===== src/rtl/cisr_pkg.sv =====
// Shared types for the SpMV result return path (accumulator -> host).
// Latency: n/a (types, constants and a pure byte-select helper).
// Backpressure: n/a.
package cisr_pkg;

  localparam int BYTES_PER_PAIR = 8;

  typedef enum logic [2:0] {
    TX_IDLE  = 3'd0,
    TX_START = 3'd1,
    TX_SEND  = 3'd2,
    TX_NEXT  = 3'd3,
    TX_DONE  = 3'd4
  } tx_state_e;

  // row_id occupies the low word so the flat 64-bit view is already in wire byte order.
  typedef struct packed {
    logic [31:0] value;
    logic [31:0] row_id;
  } pair_t;

  // Byte idx of a pair in transmit order: row_id LSB first, then value LSB first.
  function automatic logic [7:0] pair_byte(input pair_t p, input logic [2:0] idx);
    logic [63:0] flat;
    flat = p;
    return flat[{idx, 3'b000} +: 8];
  endfunction

endpackage


===== src/rtl/result_fifo.sv =====
// Single-clock FIFO of (row, value) result pairs with occupancy count.
// Latency: push visible in count/head the cycle after; pop frees the head next cycle.
// Backpressure: caller must not push when full nor pop when empty.
module result_fifo
  import cisr_pkg::*;
#(
  parameter int DEPTH = 16
) (
  input  logic                   clk,
  input  logic                   rst_l,
  input  logic                   push_i,
  input  pair_t                  push_dat_i,
  input  logic                   pop_i,
  output pair_t                  head_o,
  output logic [$clog2(DEPTH):0] count_o
);

  localparam int AW = $clog2(DEPTH);
  localparam int CW = AW + 1;

  pair_t         mem_q [DEPTH];
  logic [AW-1:0] wr_ptr_q, wr_ptr_d;
  logic [AW-1:0] rd_ptr_q, rd_ptr_d;
  logic [CW-1:0] count_q, count_d;

  // Next pointers and occupancy; pointers wrap naturally since DEPTH is a power of two.
  always_comb begin
    wr_ptr_d = wr_ptr_q;
    rd_ptr_d = rd_ptr_q;
    count_d  = count_q;
    if (push_i) wr_ptr_d = wr_ptr_q + AW'(1);
    if (pop_i)  rd_ptr_d = rd_ptr_q + AW'(1);
    if (push_i && !pop_i) begin
      count_d = count_q + CW'(1);
    end else if (!push_i && pop_i) begin
      count_d = count_q - CW'(1);
    end
  end

  // Storage array: contents are don't-care until written, so no reset.
  always_ff @(posedge clk) begin
    if (push_i) mem_q[wr_ptr_q] <= push_dat_i;
  end

  // Pointer and count registers.
  always_ff @(posedge clk or negedge rst_l) begin
    if (!rst_l) begin
      wr_ptr_q <= '0;
      rd_ptr_q <= '0;
      count_q  <= '0;
    end else begin
      wr_ptr_q <= wr_ptr_d;
      rd_ptr_q <= rd_ptr_d;
      count_q  <= count_d;
    end
  end

  assign head_o  = mem_q[rd_ptr_q];
  assign count_o = count_q;

endmodule


===== src/rtl/result_transmitter.sv =====
// Buffers result pairs and ships them to the host as byte blocks over the block-transfer endpoint.
// Latency: trigger->start_transfer 1 cycle; >=2 cycles per byte; last ack->tx_done 2 cycles.
// Backpressure: res_ready drops when the FIFO holds NUM_ENTRIES pairs; bytes advance only on transfer_ready.
module result_transmitter
  import cisr_pkg::*;
#(
  parameter int NUM_ENTRIES   = 16,
  parameter int BURST_ENTRIES = 8
) (
  input  logic                         clk,
  input  logic                         rst_l,
  input  logic                         res_valid,
  input  logic [31:0]                  res_row_id,
  input  logic [31:0]                  res_value,
  output logic                         res_ready,
  input  logic                         flush,
  output logic                         start_transfer,
  output logic [7:0]                   uc_length,
  input  logic                         transfer_ready,
  input  logic                         transfer_busy,
  output logic [7:0]                   transfer_to_host,
  output logic                         tx_done,
  output logic [$clog2(NUM_ENTRIES):0] fifo_count
);

  localparam int             CW        = $clog2(NUM_ENTRIES) + 1;
  localparam logic [CW-1:0]  FULL_C    = CW'(NUM_ENTRIES);
  localparam logic [CW-1:0]  BURST_C   = CW'(BURST_ENTRIES);
  localparam logic [7:0]     BURST_LEN = 8'(BURST_ENTRIES * BYTES_PER_PAIR);

  tx_state_e     state_q, state_d;
  logic [7:0]    uc_length_q, uc_length_d;
  logic [7:0]    bytes_sent_q, bytes_sent_d;
  logic [2:0]    byte_idx_q, byte_idx_d;
  logic          flush_pending_q, flush_pending_d;
  logic          push, pop;
  pair_t         push_pair, head_pair;
  logic [CW-1:0] count;

  // Acceptance is based on the registered count only: a pop in the same cycle does not open a slot.
  assign res_ready = (count < FULL_C);
  assign push      = res_valid && res_ready;
  assign push_pair = '{value: res_value, row_id: res_row_id};

  result_fifo #(
    .DEPTH (NUM_ENTRIES)
  ) u_fifo (
    .clk        (clk),
    .rst_l      (rst_l),
    .push_i     (push),
    .push_dat_i (push_pair),
    .pop_i      (pop),
    .head_o     (head_pair),
    .count_o    (count)
  );

  // Block sequencing: snapshot length, request, walk bytes of head pairs, signal completion.
  always_comb begin
    state_d          = state_q;
    uc_length_d      = uc_length_q;
    bytes_sent_d     = bytes_sent_q;
    byte_idx_d       = byte_idx_q;
    flush_pending_d  = flush_pending_q | flush;
    pop              = 1'b0;
    start_transfer   = 1'b0;
    tx_done          = 1'b0;
    transfer_to_host = 8'h00;
    case (state_q)
      TX_IDLE: begin
        if (!transfer_busy &&
            ((count >= BURST_C) || (flush_pending_q && (count != '0)))) begin
          // Length is frozen here; pairs arriving later wait for the next block.
          uc_length_d = (count >= BURST_C) ? BURST_LEN : (8'(count) << 3);
          state_d     = TX_START;
        end else if (flush_pending_q && (count == '0) && !flush) begin
          flush_pending_d = 1'b0;
        end
      end
      TX_START: begin
        start_transfer = 1'b1;
        byte_idx_d     = 3'd0;
        bytes_sent_d   = 8'd0;
        state_d        = TX_SEND;
      end
      TX_SEND: begin
        transfer_to_host = pair_byte(head_pair, byte_idx_q);
        if (transfer_ready) state_d = TX_NEXT;
      end
      TX_NEXT: begin
        // Byte is held through this cycle; the new byte appears once back in SEND.
        transfer_to_host = pair_byte(head_pair, byte_idx_q);
        byte_idx_d       = byte_idx_q + 3'd1;
        bytes_sent_d     = bytes_sent_q + 8'd1;
        pop              = (byte_idx_q == 3'd7);
        state_d          = ((bytes_sent_q + 8'd1) == uc_length_q) ? TX_DONE : TX_SEND;
      end
      TX_DONE: begin
        tx_done = 1'b1;
        if ((count == '0) && !flush) flush_pending_d = 1'b0;
        state_d = TX_IDLE;
      end
      default: begin
        state_d = TX_IDLE;
      end
    endcase
  end

  // State and block bookkeeping registers.
  always_ff @(posedge clk or negedge rst_l) begin
    if (!rst_l) begin
      state_q         <= TX_IDLE;
      uc_length_q     <= 8'd0;
      bytes_sent_q    <= 8'd0;
      byte_idx_q      <= 3'd0;
      flush_pending_q <= 1'b0;
    end else begin
      state_q         <= state_d;
      uc_length_q     <= uc_length_d;
      bytes_sent_q    <= bytes_sent_d;
      byte_idx_q      <= byte_idx_d;
      flush_pending_q <= flush_pending_d;
    end
  end

  assign uc_length  = uc_length_q;
  assign fifo_count = count;

endmodule


===== config.mk =====
export PLATFORM = sky130hd
export DESIGN_NAME = result_transmitter
export DESIGN_NICKNAME = d
export VERILOG_FILES = /design/src/rtl/cisr_pkg.sv /design/src/rtl/result_fifo.sv /design/src/rtl/result_transmitter.sv
export SDC_FILE = /design/constraint.sdc
export NUM_CORES = 1
export LEC_CHECK = 0
export ABC_AREA = 1
export CAP_MARGIN = 10
export CORE_MARGIN = 10
export CORE_UTILIZATION = 50
export DETAILED_ROUTE_END_ITERATION = 10
export PLACE_DENSITY = 0.76
export SLEW_MARGIN = 20
export SYNTH_ARGS = -nofsm -noshare
export SYNTH_HDL_FRONTEND = slang
export SYNTH_SLANG_ARGS = --single-unit

===== constraint.sdc =====
create_clock -name clk -period 4 [get_ports clk]
set_clock_uncertainty 0.15 [all_clocks]
set_input_delay 0.8 -clock clk [delete_from_list [all_inputs] [get_ports clk]]
set_output_delay 0.8 -clock clk [all_outputs]
set_load 0.02 [all_outputs]

==> results.sh <==
export IMPL_synth_warnings=0
export IMPL_syn_instance_count=3949
export IMPL_dieArea_sq_mm=0.102
export IMPL_synthDistinctLibCells=36
export IMPL_fp_row_count=109
export IMPL_drt_total_wl_um=125000
export IMPL_rsz0062_at_grt="yes"
export IMPL_syn_area_sq_mm=0.0450
export IMPL_timing_slew_headroom_pct=16.6
export IMPL_synth_top_family_by_area="simple AND/OR/NAND/NOR gates"
export IMPL_status="complete, but fails checks"
export IMPL_clock_latency_ns=0.68
export IMPL_vdd_drop_max_mv=0.659
export IMPL_yosys_area_share_xor_xnor_pct=0.331
export IMPL_end_kind="primary output"
export IMPL_p_sw_w=0.00891
export IMPL_fin_crit_ns=4.08
export IMPL_r2r_cells=11
export IMPL_portBuffers=90
export IMPL_hold_depth=1
export IMPL_p_leak_nw=20.3
export IMPL_cts_max_level=3
export IMPL_p_per_area_mw_per_mm2=559
export IMPL_final_cell_mix="edfxtp_1, nand2_1, nand3_1, inv_1, nor2_1"
export IMPL_cp_max_fo=16
export IMPL_synth_mux_area_share_pct=0
export IMPL_drc_errors=0
export IMPL_crit_type="reg2out"
export IMPL_synthTopCellsByArea="edfxtp_1, nand3_1, nand2_1"
export IMPL_cts_tree="yes"
export IMPL_drt_pass1_iter_count=7
export IMPL_p_int_w=0.0208
export IMPL_place_area_sq_mm=0.0478
export IMPL_hpwl_um=61300
export IMPL_avgSynthCellArea_sq_um=11.4
export IMPL_power_frac_comb_pct=23.6
export IMPL_dieWidth_um=320
export IMPL_cts_root_buf="clkbuf_16"
export IMPL_post_route_cell_area_sq_mm=0.0532
export IMPL_ys_ff_latch=1057
export IMPL_final_common_cell="edfxtp_1"
export IMPL_power_w=0.0297
export IMPL_netlist_area_leader_share_pct=68.3
export IMPL_worstMarginPinSlew_ns=1.25
export IMPL_drive_gt1_share_pct=13.2
export IMPL_grt_max_degree=72
export IMPL_setup_violations=8
export IMPL_ioPinCount=94
export IMPL_final_core_util_pct=59.9
export IMPL_layout_nets=4179
export IMPL_hp_class="reg2reg"
export IMPL_drt_iter0_markers=4323
export IMPL_syn2layout_area_growth_pct=18.1
export IMPL_max_freq_ghz=0.245
export IMPL_cap_violations=0
export IMPL_grt_pass1_wl_um=185000
export IMPL_place_gp_congestion=0.826
export IMPL_viasPerCell=5.80
export IMPL_grt_overflow=0
export IMPL_holdBufCountCts=0
export IMPL_clock_sinks=1057
export IMPL_grt_pass1_vias=30300
export IMPL_yosysTopAreaCell="edfxtp_1"
export IMPL_ys_seq_area_share_pct=70.2
export IMPL_die_h_um=320
export IMPL_initial_utilization_pct=50.7
export IMPL_grt_total_usage_pct=23.5
export IMPL_fin_tns_setup_ns=-0.325
export IMPL_synth_compound_area_share_pct=3.85
export IMPL_synth_simple_area_share_pct=18.2
export IMPL_setup_slack_ns=-0.0767
export IMPL_cp_data_arrival_time_ns=3.13
export IMPL_core_area_sq_mm=0.0888
export IMPL_slew_violations=0
export IMPL_tritoncts_num_buffers=104
export IMPL_antenna_found_initial=9
export IMPL_n_fill_cell=6461
export IMPL_power_frac_clock_pct=31.9
export IMPL_fin_hold_ws_ns=0.366
export IMPL_post_drt_wl_per_cell_um=23.4
export IMPL_clkTransAtPathRegs_ns=0.06
export IMPL_vias=31000
export IMPL_sw_frac_of_total_pct=29.9
export IMPL_seq_power_share_pct=44.6
export IMPL_hold_violations=0
export IMPL_synth_adder_area_share_pct=0.378
export IMPL_fin_crit_sh_pct=102
export IMPL_start_kind="flip-flop"
export IMPL_cts_buffer_depth=3
export IMPL_ant_nets=0
export IMPL_violations="setup timing"
export IMPL_cp_data_required_time_ns=3.05
-- state kept, by name (all words and copies together) (netlist names) --
signal / flops
u_fifo.count_o: 5
bytes_sent_q: 8
u_fifo.rd_ptr_q: 4
u_fifo.wr_ptr_q: 4
state_q: 3
flush_pending_q: 1
uc_length: 5
u_fifo.mem_q: 1024
byte_idx_q: 3
-- metal layers --
| layer | global-route usage [%] | up-vias | part of all wire [%] |
|---|---|---|---|
| met5 | 0 | - | 0.049 |
| met4 | 9.94 | 10 | 3.9 |
| met3 | 4.45 | 359 | 11 |
| met2 | 39.4 | 1978 | 48 |
| met1 | 29.8 | 14900 | 37 |
| li1 | - | 13700 | - |
-- worst paths after layout --
path | startpoint | slack [ns] | end
setup / recovery | u_fifo.rd_ptr_q[0]$_DFFE_PN0P_ | -0.08 | transfer_to_host[1]
hold / removal | u_fifo.count_o[4]$_DFFE_PN0P_ | 0.37 | u_fifo.count_o[4]$_DFFE_PN0P_
setup reg to reg | byte_idx_q[2]$_DFFE_PN0P_ | 0.56 | u_fifo.count_o[4]$_DFFE_PN0P_
hold reg to reg | u_fifo.count_o[4]$_DFFE_PN0P_ | 0.37 | u_fifo.count_o[4]$_DFFE_PN0P_
max in group asynchronous | rst_l | 2.95 | u_fifo.rd_ptr_q[1]$_DFFE_PN0P_
min in group asynchronous | rst_l | 0.40 | byte_idx_q[2]$_DFFE_PN0P_
-- power by group through the flow --
stage	Combinational, W	Sequential, W	Clock (W)
global route	0.00741	0.0133	0.0100
CTS	0.00657	0.0132	0.00956
finish	0.00700	0.0133	0.00948
detailed placement	0.00550	0.0134	0
floorplan	0.00328	0.0134	0
global placement	0.00536	0.0134	0
-- layout make-up --
class,count,area (sq um),share of cell area [%]
inverters,481,1850,3.48
repair inverters,2,20.0,0.0377
repair buffers,265,3850,7.24
clock inverters,47,429,0.807
clock buffers,144,2840,5.33
well taps,1165,1460,2.74
diodes,4,10.0,0.0188
flip-flops and latches,1057,31600,59.4
multi-input cells,2185,11100,20.9
-- critical path: stages, from the launching register on --
cell and delay, ns:
dfrtp_4 0.55, buf_12 0.18, clkinv_16 0.09, buf_12 0.16, buf_12 0.15, nor2_1 0.05, nor2_1 0.09, o21ai_0 0.11
nand3_1 0.08, nand3_1 0.09, nand3_2 0.16, nand3_4 0.11, nand2_4 0.15, nor2_2 0.05, nor2_2 0.23, buf_6 0.15
-- synthesized netlist by cell type --
master	number
a211oi_1	2
a21oi_1	3
a31oi_1	1
a32o_1	3
and3_1	1
buf_1	36
buf_2	71
buf_4	20
buf_6	44
clkbuf_1	54
clkbuf_2	3
clkinv_1	3
conb_1	1
dfrtp_1	33
edfxtp_1	1024
fa_1	1
ha_1	12
inv_1	476
inv_2	2
nand2_1	877
nand3_1	695
nand4_1	3
nor2_1	240
nor3_1	1
o211ai_1	70
o211ai_2	34
o21a_1	1
o21ai_0	104
o21ai_1	31
o21bai_1	1
o22ai_1	4
or2_0	12
or2_1	18
or2_2	51
xnor2_1	2
xor2_1	15
-- stage by stage --
step                      setup slack, ns  std cells
after CTS                         -0.0226       5327
after floorplan                    -0.450       3951
after global placement            -0.0671       5100
final                             -0.0767       5350
after global routing               -0.147       5350
after detailed placement           -0.101       5100
-- what timing repair did --
action	4_1_cts	5_1_grt
setup buffers	14	11
resized for setup	215	54
pin swaps	59	34
endpoints found under the setup margin	8	8
cloned	24	8
-- logic make-up after synthesis --
group	Yosys count
and+or+nand+nor	1898
DFF	1057
buffers and inverters	709
AOI/OAI and AO/OA	254
xor gates and xnor gates	17
adders and majority gates	13
other	1
Power figures use the tool's default switching activity.
